## src/rtl/pixie_dma_responder.sv

```systemverilog
// DMA-out responder for the CDP1861 pixie video path: fetches display bytes at R0,
// hands each to the video front end with a one-cycle strobe and post-increments R0.
module pixie_dma_responder #(
   parameter int ADDR_W    = 16,
   parameter int BURST_LEN = 8,
   parameter int RAM_LAT   = 1
) (
   input  logic              clk_sys,
   input  logic              reset_n,
   input  logic              dma_out_req,
   input  logic              cpu_mem_busy,
   input  logic              r0_load,
   input  logic [ADDR_W-1:0] r0_din,
   output logic [ADDR_W-1:0] r0_q,
   output logic              mem_rd,
   output logic [ADDR_W-1:0] mem_a,
   input  logic [7:0]        mem_q,
   output logic [7:0]        dma_data,
   output logic              dma_valid,
   output logic [1:0]        sc,
   output logic              burst_done,
   output logic [2:0]        state_dbg
);

   typedef enum logic [2:0] {
      S_IDLE    = 3'd0,
      S_ARB     = 3'd1,
      S_READ    = 3'd2,
      S_WAIT    = 3'd3,
      S_DELIVER = 3'd4
   } state_t;

   localparam int                BEAT_W    = (BURST_LEN > 1) ? $clog2(BURST_LEN) : 1;
   localparam logic [BEAT_W-1:0] BEAT_LAST = BEAT_W'(BURST_LEN - 1);
   localparam logic [BEAT_W-1:0] BEAT_ONE  = BEAT_W'(1);
   localparam logic [ADDR_W-1:0] ADDR_ONE  = ADDR_W'(1);
   localparam logic [1:0]        WAIT_INIT = 2'(RAM_LAT - 1);
   localparam logic [1:0]        SC_DMA    = 2'b10;
   localparam logic [1:0]        SC_EXEC   = 2'b01;

   state_t            state;
   logic [ADDR_W-1:0] addr_lat;
   logic [BEAT_W-1:0] beat;
   logic [1:0]        wait_cnt;

   assign state_dbg = state;

   // dma_valid is a one-cycle strobe with no back-pressure: the video side must take
   // dma_data in the cycle dma_valid=1. mem_rd likewise has no ready; RAM answers RAM_LAT later.
   always_ff @(posedge clk_sys) begin
      if (!reset_n) begin
         state      <= S_IDLE;
         r0_q       <= '0;
         addr_lat   <= '0;
         dma_data   <= '0;
         beat       <= '0;
         wait_cnt   <= '0;
         mem_rd     <= 1'b0;
         mem_a      <= '0;
         dma_valid  <= 1'b0;
         burst_done <= 1'b0;
         sc         <= SC_EXEC;
      end else begin
         mem_rd     <= 1'b0;
         dma_valid  <= 1'b0;
         burst_done <= 1'b0;
         if (r0_load) begin
            r0_q <= r0_din;
         end
         case (state)
            S_IDLE: begin
               if (dma_out_req) begin
                  state <= S_ARB;
               end else begin
                  beat <= '0;
               end
            end
            S_ARB: begin
               if (!cpu_mem_busy) begin
                  state    <= S_READ;
                  addr_lat <= r0_load ? r0_din : r0_q;
                  mem_a    <= r0_load ? r0_din : r0_q;
                  mem_rd   <= 1'b1;
                  sc       <= SC_DMA;
               end
            end
            S_READ: begin
               state    <= S_WAIT;
               wait_cnt <= WAIT_INIT;
            end
            S_WAIT: begin
               if (wait_cnt == 2'd0) begin
                  state      <= S_DELIVER;
                  dma_data   <= mem_q;
                  dma_valid  <= 1'b1;
                  burst_done <= (beat == BEAT_LAST);
               end else begin
                  wait_cnt <= wait_cnt - 2'd1;
               end
            end
            S_DELIVER: begin
               // A CPU load in this cycle takes precedence over the post-increment.
               if (!r0_load) begin
                  r0_q <= addr_lat + ADDR_ONE;
               end
               beat  <= (beat == BEAT_LAST) ? '0 : beat + BEAT_ONE;
               sc    <= SC_EXEC;
               state <= dma_out_req ? S_ARB : S_IDLE;
            end
            default: begin
               state <= S_IDLE;
               sc    <= SC_EXEC;
            end
         endcase
      end
   end

endmodule

```

## config.mk

```make
export PLATFORM = sky130hd
export DESIGN_NAME = pixie_dma_responder
export DESIGN_NICKNAME = d
export VERILOG_FILES = /design/src/rtl/pixie_dma_responder.sv
export SDC_FILE = /design/constraint.sdc
export NUM_CORES = 1
export LEC_CHECK = 0
export BUFFER_PORTS_ARGS = -buffer_cell sky130_fd_sc_hd__buf_4
export CORE_MARGIN = 2
export CORE_UTILIZATION = 46
export DETAILED_ROUTE_END_ITERATION = 10
export GPL_TIMING_DRIVEN = 0
export PLACE_DENSITY = 0.76
export SYNTH_ARGS = -nofsm -noshare
export SYNTH_HDL_FRONTEND = slang
export SYNTH_SLANG_ARGS = --single-unit
export TNS_END_PERCENT = 1
```

## constraint.sdc

```tcl
create_clock -name clk_sys -period 1.65 [get_ports clk_sys]
set_clock_uncertainty 0.2 [all_clocks]
set_input_delay 0.2475 -clock clk_sys [delete_from_list [all_inputs] [get_ports clk_sys]]
set_output_delay 0.2475 -clock clk_sys [all_outputs]
set_load 0.03 [all_outputs]
```

==> run_summary.xml <==
<?xml version="1.0" encoding="UTF-8"?>
<metrics>
  <group name="global_routing">
    <metric name="gr-usage-met1" unit="%">28.55</metric>
    <metric name="grt_first_pass_wirelength" unit="um">11320</metric>
    <metric name="antenna_found_initial" unit="">0</metric>
    <metric name="gr-usage-met2" unit="%">39.57</metric>
    <metric name="grt_start_max_net_pins" unit="">16</metric>
    <metric name="gr-usage-all-layers" unit="%">23.42</metric>
    <metric name="gr-total-overflow" unit="">0</metric>
    <metric name="grt_pass1_vias" unit="">2388</metric>
    <metric name="top_usage_layer" unit="">met2</metric>
    <metric name="grt.met3_usage" unit="%">5.930</metric>
  </group>
  <group name="logic_synthesis">
    <metric name="syn-mean-instance-area" unit="um2">8.763</metric>
    <metric name="ys_warn_count" unit="">0</metric>
    <metric name="primary_ff_master_synth" unit="">sky130_fd_sc_hd__dfxtp_1</metric>
    <metric name="postSynth.asyncResetShare" unit="%">0</metric>
    <metric name="ys_seq_area_share" unit="%">42.19</metric>
    <metric name="yosys.cell_count.top_type" unit="">sky130_fd_sc_hd__dfxtp_1</metric>
    <metric name="synthCells" unit="">287</metric>
    <metric name="synth.ff_latch_count" unit="">53</metric>
    <metric name="synthesized_nets" unit="">320</metric>
    <metric name="synth-edff-count" unit="">0</metric>
    <metric name="synth_top_cells_by_area" unit="">sky130_fd_sc_hd__dfxtp_1, sky130_fd_sc_hd__nor2_1, sky130_fd_sc_hd__mux2i_1</metric>
    <metric name="synth_top_area_cell" unit="">sky130_fd_sc_hd__dfxtp_1</metric>
    <metric name="number_of_different_library_cells_in_the_post_synthesis_netlist" unit="">48</metric>
    <metric name="synth.cells.most_frequent" unit="">sky130_fd_sc_hd__dfxtp_1, sky130_fd_sc_hd__nor2_1, sky130_fd_sc_hd__nand2_1</metric>
    <metric name="yosysTopAreaCellShare" unit="%">42.19</metric>
    <metric name="synthesis.area" unit="um2">2515</metric>
  </group>
  <group name="detailed_routing">
    <metric name="route.detailed.wl_per_inst" unit="um">15.83</metric>
    <metric name="dr.pass1.iters" unit="">4</metric>
    <metric name="routed-via-count" unit="">2526</metric>
    <metric name="first_iter_violations" unit="">137</metric>
    <metric name="route.detailed.vias_per_inst" unit="">5.503</metric>
    <metric name="routed_wl" unit="um">7265</metric>
    <metric name="postRouteAntennaNets" unit="">0</metric>
    <metric name="drc_errors" unit="">0</metric>
  </group>
  <group name="finish">
    <metric name="fill_cells" unit="">416</metric>
    <metric name="multiInputGateArea" unit="um2">1461</metric>
    <metric name="final_layout_size_suffix_gt1_share" unit="%">34.70</metric>
    <metric name="antenna_cells" unit="">0</metric>
    <metric name="layout.area.seq" unit="um2">1079</metric>
    <metric name="syn2layout_area_growth" unit="%">43.53</metric>
    <metric name="final_nets" unit="">421</metric>
  </group>
  <group name="worst_setup_path">
    <metric name="path_buf_inv" unit="">1</metric>
    <metric name="critPathTopFamily" unit="">simple AND/OR/NAND/NOR gates</metric>
    <metric name="worst_path_largest_cell_delay" unit="ns">0.42</metric>
    <metric name="regToRegSetupSlack" unit="ns">-0.06</metric>
    <metric name="worst-path-max-fanout" unit="">10</metric>
    <metric name="worstPathCellList" unit="">or3b_4 -&gt; nor2_4 -&gt; buf_4 -&gt; a211oi_1</metric>
    <metric name="critical_path.endpoint_type" unit="">flip-flop</metric>
    <metric name="cp_data_arrival_time" unit="ns">1.68</metric>
    <metric name="cp_data_required_time" unit="ns">1.62</metric>
    <metric name="critPathLaunchType" unit="">flip-flop</metric>
    <metric name="r2r.worst_path.cells" unit="">4</metric>
    <metric name="regToRegEndpoint" unit="">addr_lat[10]</metric>
    <metric name="critical-path-slowest-cell" unit="">sky130_fd_sc_hd__or3b_4</metric>
    <metric name="worst_setup_path_type" unit="">flip-flop to flip-flop</metric>
    <metric name="timing.rr.start" unit="">state_dbg[0]</metric>
  </group>
  <group name="hold_path">
    <metric name="whs_endpoint" unit="">r0_q[6]</metric>
    <metric name="holdPathStages" unit="">2</metric>
    <metric name="worst_hold_start" unit="">r0_din[6]</metric>
    <metric name="worst_hold_path_type" unit="">input pin to flip-flop</metric>
  </group>
  <group name="clocking">
    <metric name="cts_htree_levels" unit="">2</metric>
    <metric name="cts_sink_cnt" unit="">53</metric>
    <metric name="clock_tree_from_tritoncts" unit="">done</metric>
    <metric name="clk_transition_reported_paths" unit="ns">0.09</metric>
    <metric name="clkLatencyLatePin" unit="ns">0.31</metric>
    <metric name="cts_root_buffer" unit="">sky130_fd_sc_hd__clkbuf_8</metric>
    <metric name="cts-buffers-inserted" unit="">5</metric>
    <metric name="clockBufferDepth" unit="">2</metric>
  </group>
  <group name="floorplanning">
    <metric name="die_area" unit="um2">6075</metric>
    <metric name="initial_utilization" unit="%">48.32</metric>
    <metric name="rows" unit="">26</metric>
    <metric name="dieWidth" unit="um">77.94</metric>
    <metric name="core" unit="um2">5205</metric>
    <metric name="boundaryPins" unit="">77</metric>
    <metric name="die_height" unit="um">77.94</metric>
  </group>
  <group name="status">
    <metric name="failed_checks" unit="">negative setup slack</metric>
    <metric name="status" unit="">finished with violations</metric>
  </group>
  <group name="power">
    <metric name="share_seq_of_total_power" unit="%">50.8</metric>
    <metric name="power.share.clock" unit="%">27.0</metric>
    <metric name="p_int" unit="W">0.001962</metric>
    <metric name="power_density" unit="nW/um2">778.8</metric>
    <metric name="netSwitchingPower" unit="W">0.0008496</metric>
    <metric name="fin_total_pwr" unit="W">0.002811</metric>
    <metric name="ir_drop" unit="mV">0.5341</metric>
    <metric name="switching_part_of_the_total_power" unit="%">30.22</metric>
    <metric name="leakage" unit="nW">1.450</metric>
    <metric name="power.combinational.fraction" unit="%">22.2</metric>
  </group>
  <group name="timing">
    <metric name="worst_pin_slew" unit="ns">0.5839</metric>
    <metric name="grt_setup_unrepaired" unit="">true</metric>
    <metric name="hold-worst-slack" unit="ns">0.008159</metric>
    <metric name="final_period_minus_worst_setup_slack" unit="ns">1.713</metric>
    <metric name="layout_worst_path_cycle_share" unit="%">103.8</metric>
    <metric name="timing_hold_violations_final" unit="">0</metric>
    <metric name="setup_viol" unit="">19</metric>
    <metric name="worst_slew_margin_rel" unit="%">61.08</metric>
    <metric name="finalMaxSlewViolations" unit="">0</metric>
    <metric name="timing.fmax" unit="MHz">583.9</metric>
    <metric name="final.setup.worst_slack" unit="ns">-0.06270</metric>
  </group>
  <group name="place">
    <metric name="io_buffer_count" unit="">76</metric>
    <metric name="globalplace.congestion" unit="">0.8578</metric>
    <metric name="hpwlAfterDp" unit="um">4895</metric>
  </group>
  <group name="run">
    <metric name="drv.max_cap_violation_count" unit="">0</metric>
  </group>
</metrics>
-- stage by stage --
step                instance area [um2]  util (%)  worst slack, ns  TNS [ns]  cells
global placement                   3192     61.32          -0.1237    -2.122    433
detailed placement                 3192     61.32          -0.1705    -2.774    433
finish                             3610     69.35         -0.06270   -0.8363    459
CTS                                3437     66.03         -0.05474   -0.3292    452
floorplan                          2534         -         -0.03251   -0.1950    287
global route                       3610     69.35          -0.1030    -1.963    459
-- state kept, by name (all words and copies together) (netlist names), 2 cells and up --
name       cells
state_dbg      3
dma_data       8
beat           3
r0_q          16
sc             2
addr_lat      16
wait_cnt       2
-- metal layers --
metal,routed length [um],vias to the layer above
met5,0,-
met4,70,0
met3,506,8
met2,3603,87
met1,3085,1189
li1,-,1242
-- worst max path at each step --
stage | startpoint | endpoint | slack, ns | depth (start not counted)
2_1_floorplan | state_dbg[0] | addr_lat[13] | -0.03 | 5
3_3_place_gp | state_dbg[1] | r0_q[14] | -0.12 | 4
3_5_place_dp | cpu_mem_busy | addr_lat[14] | -0.17 | 6
4_1_cts | state_dbg[1] | r0_q[15] | -0.05 | 6
5_1_grt | state_dbg[0] | addr_lat[13] | -0.10 | 4
6_report | state_dbg[0] | addr_lat[10] | -0.06 | 4
-- power by group through the flow --
stage               combinational, W  sequential (W)  clock, W
floorplan                   0.000220         0.00156         0
global placement            0.000545         0.00145         0
detailed placement          0.000553         0.00145         0
CTS                         0.000586         0.00142  0.000768
global route                0.000665         0.00144  0.000819
finish                      0.000623         0.00143  0.000759
-- repair_timing --
item                                    CTS  global route
cloned                                    0             1
gates resized for setup                  12            25
setup buffers                             1             6
pin swaps                                 7            13
endpoints found under the setup margin   39            38
hold buffers                             10             0
endpoints found under the hold margin    10             0
-- cells by family after synthesis --
group	after synthesis	synth area share, %
simple gates	110	22.84
flops	53	42.19
compound gates	73	19.60
buf+inv	23	4.328
fa+ha+maj	4	1.990
xor+xnor	10	3.482
mux	14	5.572
-- final cells by class --
class	instances	share of cell area (%)
Multi-Input combinational cell	211	40.49
Sequential cell	53	29.88
Timing Repair Buffer	94	20.90
Buffer	16	3.085
Clock buffer	8	2.496
Tap cell	70	2.426
Inverter	7	0.7279
-- placed cells by master, fill, tap and decap left out, types with 6 or more instances in the layout --
cell type	instances
sky130_fd_sc_hd__clkbuf_8	6
sky130_fd_sc_hd__a22oi_1	10
sky130_fd_sc_hd__a21oi_1	17
sky130_fd_sc_hd__nor2_1	36
sky130_fd_sc_hd__dlygate4sd3_1	10
sky130_fd_sc_hd__nand2b_1	6
sky130_fd_sc_hd__nand3_1	10
sky130_fd_sc_hd__nand2_1	24
sky130_fd_sc_hd__o22ai_1	6
sky130_fd_sc_hd__buf_4	81
sky130_fd_sc_hd__a211oi_1	10
sky130_fd_sc_hd__xor2_1	6
sky130_fd_sc_hd__buf_6	9
sky130_fd_sc_hd__clkbuf_1	7
sky130_fd_sc_hd__dfxtp_2	11
sky130_fd_sc_hd__mux2i_1	14
sky130_fd_sc_hd__inv_1	6
sky130_fd_sc_hd__dfxtp_1	41
sky130_fd_sc_hd__a211oi_2	6
(Power assumes the default switching activity.)
